===== src/rtl/mem_arbiter.sv =====
// Two-port arbiter for the shared instruction/data memory.
// Ports: A = CPU mem port, B = loader/DMA with bus lock;
//   mem_* drives a sync-read memory; x_rvalid_o/x_rdata_o
//   return read data to the issuer one cycle after grant.
module mem_arbiter #(
   parameter int ADDR_W   = 32,
   parameter int DATA_W   = 32,
   parameter int CPU_PRIO = 1,
   parameter int MAX_WAIT = 4
) (
   input  logic              clk,
   input  logic              reset,
   input  logic              a_req_i,
   input  logic              a_we_i,
   input  logic [ADDR_W-1:0] a_addr_i,
   input  logic [DATA_W-1:0] a_wdata_i,
   output logic              a_gnt_o,
   output logic              a_stall_o,
   output logic              a_rvalid_o,
   output logic [DATA_W-1:0] a_rdata_o,
   input  logic              b_req_i,
   input  logic              b_we_i,
   input  logic [ADDR_W-1:0] b_addr_i,
   input  logic [DATA_W-1:0] b_wdata_i,
   input  logic              b_lock_i,
   output logic              b_gnt_o,
   output logic              b_rvalid_o,
   output logic [DATA_W-1:0] b_rdata_o,
   output logic              mem_en_o,
   output logic              mem_we_o,
   output logic [ADDR_W-1:0] mem_addr_o,
   output logic [DATA_W-1:0] mem_wdata_o,
   input  logic [DATA_W-1:0] mem_rdata_i,
   output logic              locked_o,
   output logic              owner_o
);

   localparam int WW = $clog2(MAX_WAIT + 1);
   localparam logic [WW-1:0] WMAX = WW'(MAX_WAIT);

   typedef enum logic {ARB, LOCK_B} state_t;

   state_t        state;
   state_t        state_nxt;
   logic [WW-1:0] b_wait;
   logic          owner_q;
   logic          resp_owner;
   logic          resp_rd;
   logic          a_gnt;
   logic          b_gnt;
   logic          b_win;

   // On a tie: fixed priority with a starvation escape for B,
   // or round-robin against the last owner.
   always_comb begin
      b_win = (CPU_PRIO != 0) ? (b_wait == WMAX) : ~owner_q;
   end

   always_comb begin
      a_gnt     = 1'b0;
      b_gnt     = 1'b0;
      state_nxt = state;
      unique case (state)
         ARB: begin
            unique case (1'b1)
               a_req_i & ~b_req_i: a_gnt = 1'b1;
               ~a_req_i & b_req_i: b_gnt = 1'b1;
               a_req_i & b_req_i: begin
                  a_gnt = ~b_win;
                  b_gnt = b_win;
               end
               default: ;
            endcase
            if (b_gnt && b_lock_i) state_nxt = LOCK_B;
         end
         LOCK_B: begin
            b_gnt = b_req_i;
            if (!b_lock_i) state_nxt = ARB;
         end
      endcase
   end

   // Grants are masked while reset is held low.
   assign a_gnt_o   = a_gnt & reset;
   assign b_gnt_o   = b_gnt & reset;
   assign a_stall_o = a_req_i & ~a_gnt_o;
   assign mem_en_o  = a_gnt_o | b_gnt_o;

   assign mem_we_o    = (a_gnt_o & a_we_i) | (b_gnt_o & b_we_i);
   assign mem_addr_o  = ({ADDR_W{a_gnt_o}} & a_addr_i)
                      | ({ADDR_W{b_gnt_o}} & b_addr_i);
   assign mem_wdata_o = ({DATA_W{a_gnt_o}} & a_wdata_i)
                      | ({DATA_W{b_gnt_o}} & b_wdata_i);

   assign a_rdata_o  = mem_rdata_i;
   assign b_rdata_o  = mem_rdata_i;
   assign a_rvalid_o = resp_rd & ~resp_owner;
   assign b_rvalid_o = resp_rd & resp_owner;
   assign locked_o   = (state == LOCK_B);
   assign owner_o    = owner_q;

   always_ff @(posedge clk or negedge reset) begin
      if (!reset) begin
         state      <= ARB;
         owner_q    <= 1'b1;
         b_wait     <= '0;
         resp_owner <= 1'b0;
         resp_rd    <= 1'b0;
      end else begin
         state   <= state_nxt;
         resp_rd <= mem_en_o & ~mem_we_o;
         if (mem_en_o) begin
            owner_q    <= b_gnt_o;
            resp_owner <= b_gnt_o;
         end
         if (b_gnt_o) begin
            b_wait <= '0;
         end else if (state == ARB && b_req_i && b_wait != WMAX) begin
            b_wait <= b_wait + 1'b1;
         end
      end
   end

endmodule


===== config.mk =====
export PLATFORM = sky130hd
export DESIGN_NAME = mem_arbiter
export DESIGN_NICKNAME = d
export VERILOG_FILES = /design/src/rtl/mem_arbiter.sv
export SDC_FILE = /design/constraint.sdc
export NUM_CORES = 1
export LEC_CHECK = 0
export ABC_AREA = 1
export CORE_AREA = 10 10 109 111
export DETAILED_ROUTE_END_ITERATION = 8
export DIE_AREA = 0 0 119 121
export DONT_BUFFER_PORTS = 1
export PLACE_DENSITY_LB_ADDON = 0.1
export SYNTH_ARGS = -nofsm -noshare
export SYNTH_HDL_FRONTEND = slang
export SYNTH_SLANG_ARGS = --single-unit
export TNS_END_PERCENT = 5

===== constraint.sdc =====
create_clock -name clk -period 1.7 [get_ports clk]
set_input_delay 0.34 -clock clk [delete_from_list [all_inputs] [get_ports clk]]
set_output_delay 0.34 -clock clk [all_outputs]
set_load 0.01 [all_outputs]

# Word level (Yosys, flattened, before mapping)
# Cells that the tools add are included.
# op_classes
n_addsub,1
eq_ne,2
muxes,10
bitwise_logic,26
reduce_logical,4
# ops
cell,n
$and A32 B32 Y32,4
$or A32 B32 Y32,2
$and A1 B1 Y1,11
$pmux W1 S2,4
$not A1 Y1,7
$mux W3,2
$mux W1,4
$add A3 B1 Y3 const B,1
$eq A3 B3 Y1 const B,1
$logic_and A1 B1 Y1,3
$ne A3 B3 Y1 const B,1
$or A1 B1 Y1,2
$reduce_bool A2 Y1,1
# totals
register_bits,7
inputBits,167
out_inout_bits,137
elab_cells,48

# Longest topological paths before layout
# depth
depth_word,10
ltp_mapped,10
depth_no_buf,8

# Worst setup path before layout
# Ideal clock, no wire load.
# synth_path
kind,flip-flop to output port
start,register b_wait[0]
end,output port mem_addr_o[23]
arrival_time_ns,1.337
required_ns,1.360
setup_slack_ns,0.023
stages_incl_launch_ff,11
path_buffers,2
path_cell_list,dfrtp_1 > inv_1 > ha_1 > nand2_2 > nand3_2 > nand2_4 > inv_2 > buf_6 > buf_4 > nand2_1 > nand2_1
# synth_via
elab_chain_len,7
word_cells_on_any_way,12
cone_classes,eq/ne (1); mux (5); bitwise (6)
# synth_lines
element,line_no,source
"start, declared",45,logic [WW-1:0] b_wait;
"start signal, assigned",119,b_wait <= b_wait + 1'b1;
$eq A3 B3 Y1 (*),56,b_win = (CPU_PRIO != 0) ? (b_wait == WMAX) : ~owner_q;
$pmux W1 S2 or $not A1 Y1 (tied branches),"65, 69",
$mux W1 or $pmux W1 S2 (tied branches),"63, 65",
$pmux W1 S2 or $mux W1 (tied branches),63,unique case (state)
$and A1 B1 Y1 (on tied branches),"85, 84",
$and A32 B32 Y32 (on tied branches),"91, 90",
$or A32 B32 Y32 (*),91,| ({ADDR_W{b_gnt_o}} & b_addr_i);
"end, declared",31,"output logic [ADDR_W-1:0] mem_addr_o,"
# Mark *: on every way between the ends. The rest lies on a longest branch, timed or not. The select of a mux whose other input is x is not followed.

# Worst setup path after layout
# layout_path
start,register b_wait[0]
end,output port mem_addr_o[29]
# The elaborated chain is that of the path after synthesis.

==> out/results.ini <==
[status]
outcome=complete, but fails checks
violations=setup timing

[grt]
grt_pass1_vias=1908
grt_antenna_before_repair=0
grt_max_degree=34
grt-ovfl-total=0
use_met2=0.197
top_usage_layer=met2
met3_usage=0.0568
grt_use_total=0.102
grt_pass1_wl_um=11800
use_met1=0.0930

[die]
dieHeight_um=121
chipWidth_um=119
rows=36
io_pins=304
coreArea_um2=9640
start_util=0.180
dieArea_um2=14400

[pwr]
finalPower_mw=1.36
p_seq_frac=0.189
cellPowerDensity_nw_per_um2=718
net-switching-power_mw=0.633
pwr-share-comb=0.630
cellInternalPower_mw=0.727
clkPwrFrac=0.181
switching_share=0.466
leakagePower_nw=0.971
vdd_drop_max_mv=0.393

[worst_setup_path]
startpoint_type=flop
critPathCaptureType=output port
cp.arrival_ns=1.59
crit_type=flop to output port
cp_max_fo=18
critPathRequiredTime_ns=1.36

[cells_and_area]
n_antenna_cell=0
final_area_um2=1890
syn_to_final_growth_pct=9.24
final_util=0.197
nFillCells=1120
num-nets-final=441
drive_gt1_frac=0.424

[logic_synthesis]
synth_cells=325
synth_seq_area_share=0.102
synth_nets=494
yosysUniqueCellTypes=19
ys_ff_latch=7
yosys_warnings=0
syn_area_per_cell_um2=5.34
synth_area_um2=1730

[sta]
finClkSkew_ns=0.000379
report.final.slew_viol_count=0
rsz0062_at_grt=true
layout_setup_ws_ns=-0.230
worst_slew_pin_slew_ns=0.369
slew_headroom=0.753
period_needed_ns=1.93
fin_tns_setup_ns=-11.84
hold_viol=0
setup_viol=66
fmax_ghz=0.518
holdWs_ns=0.251
post-route-period-util=1.14

[routing]
drt_wl_total_um=9020
antenna_left=0
first_pass_iters=4
drc=0
route.vias.total=1723
drtIter0Drc=39
routedWlPerCell_um=22.3
viasPerCell=4.26

[cts]
numCtsBuffers=3
htreeDepth=1
root_buffer=clkbuf_8
cts_tree=yes
clk_path_buf_depth=2
clock_sinks=7
clk_pin_slew_ns=0.05
insertion_delay_ns=0.23

[min_path]
hp-class=input pin to flop

[run]
maxCapViolations=0

[placement]
place_area_um2=1450
hpwlAfterDp_um=6840
io_buffers=0
place_congestion=0.706

==> power by group through the flow <==
| stage | registers, mW | clock network (mW) | logic (mW) |
|---|---|---|---|
| after detailed placement | 0.251 | 0 | 0.653 |
| after CTS | 0.254 | 0.253 | 0.834 |
| after floorplan | 0.255 | 0 | 0.603 |
| after global placement | 0.253 | 0 | 0.661 |
| after global routing | 0.262 | 0.263 | 0.942 |
| final | 0.257 | 0.246 | 0.858 |
==> repair_timing <==
item / 4_1_cts / 5_1_grt
gates resized for setup: 82 / 14
setup endpoints to repair: 68 / 68
buffers inserted: 3 / 0
pin swaps: 43 / 16
cloned: 3 / 3
hold endpoints to repair: 7 / 0
hold buffers: 1 / 0
==> worst max-delay path, cell delays in order (launching register included) <==
cell and delay, ns:
dfrtp_1 0.36, inv_2 0.06, ha_4 0.16, nand2_4 0.08, inv_4 0.04, a21oi_4 0.16, buf_12 0.17, buf_16 0.15
nand2_1 0.08, nand2_2 0.09
==> logic make-up after synthesis <==
| family | after synthesis | synth area share |
|---|---|---|
| simple gates | 222 | 0.496 |
| fa+ha+maj | 2 | 0.0144 |
| flops | 7 | 0.102 |
| buf+inv | 90 | 0.369 |
| xor+xnor | 1 | 0.00505 |
| compound gates | 3 | 0.0137 |
==> cell usage in the layout (no fill, tap or decap), drive strengths merged, types with 2 or more instances in the layout <==
cell,Yosys,routed
nand2,206,206
ha,2,2
buf,78,17
nand3,9,9
dfrtp,6,6
inv,12,12
clkbuf,0,5
nor2,7,7
==> worst paths after layout <==
check	cells after the start	slack (ns)	endpoint	start
max	9	-0.23	mem_addr_o[29]	b_wait[0]
min	1	0.25	locked_o	b_lock_i
min in group asynchronous	1	0.46	b_wait[0]	reset
max in group asynchronous	1	0.93	owner_o	reset
min reg2reg	2	0.49	owner_o	owner_o
max reg2reg	8	0.45	b_wait[1]	b_wait[0]
==> registers in the layout (all words and copies together) (netlist names) <==
signal and flops:
b_wait 3, locked_o 1, owner_o 1, resp_owner 1, resp_rd 1
==> cell usage after synthesis (all sizes together) <==
master / count / area, um^2
ha: 2 / 25.0
dfrtp: 6 / 150
buf: 78 / 596
xor2: 1 / 8.76
inv: 12 / 45.0
o211a: 1 / 10.0
nand3: 9 / 50.1
dfstp: 1 / 26.3
a21oi: 1 / 8.76
nor2: 7 / 26.3
nand2: 206 / 783
o21ai: 1 / 5.00
==> stage by stage <==
stage	setup WS, ns	instances
final	-0.230	404
after global routing	-0.313	404
after CTS	-0.266	403
after detailed placement	-0.0740	392
after global placement	-0.0596	392
after floorplan	0.0231	325
==> routing by layer <==
layer,vias up,part of all wire
met5,-,0
met4,0,0.0069
met3,11,0.13
met2,161,0.54
met1,759,0.32
li1,792,-
==> cell type report <==
| type | instances | area [um^2] | area share |
|---|---|---|---|
| clock buffer | 3 | 41.3 | 0.0218 |
| sequential | 7 | 176 | 0.0931 |
| clock inverter | 1 | 5.00 | 0.00264 |
| multi-input combinational | 228 | 1150 | 0.608 |
| inverter | 12 | 55.1 | 0.0291 |
| timing repair buffer | 20 | 298 | 0.157 |
| tap | 133 | 166 | 0.0878 |
Power figures use the tool's default switching activity.
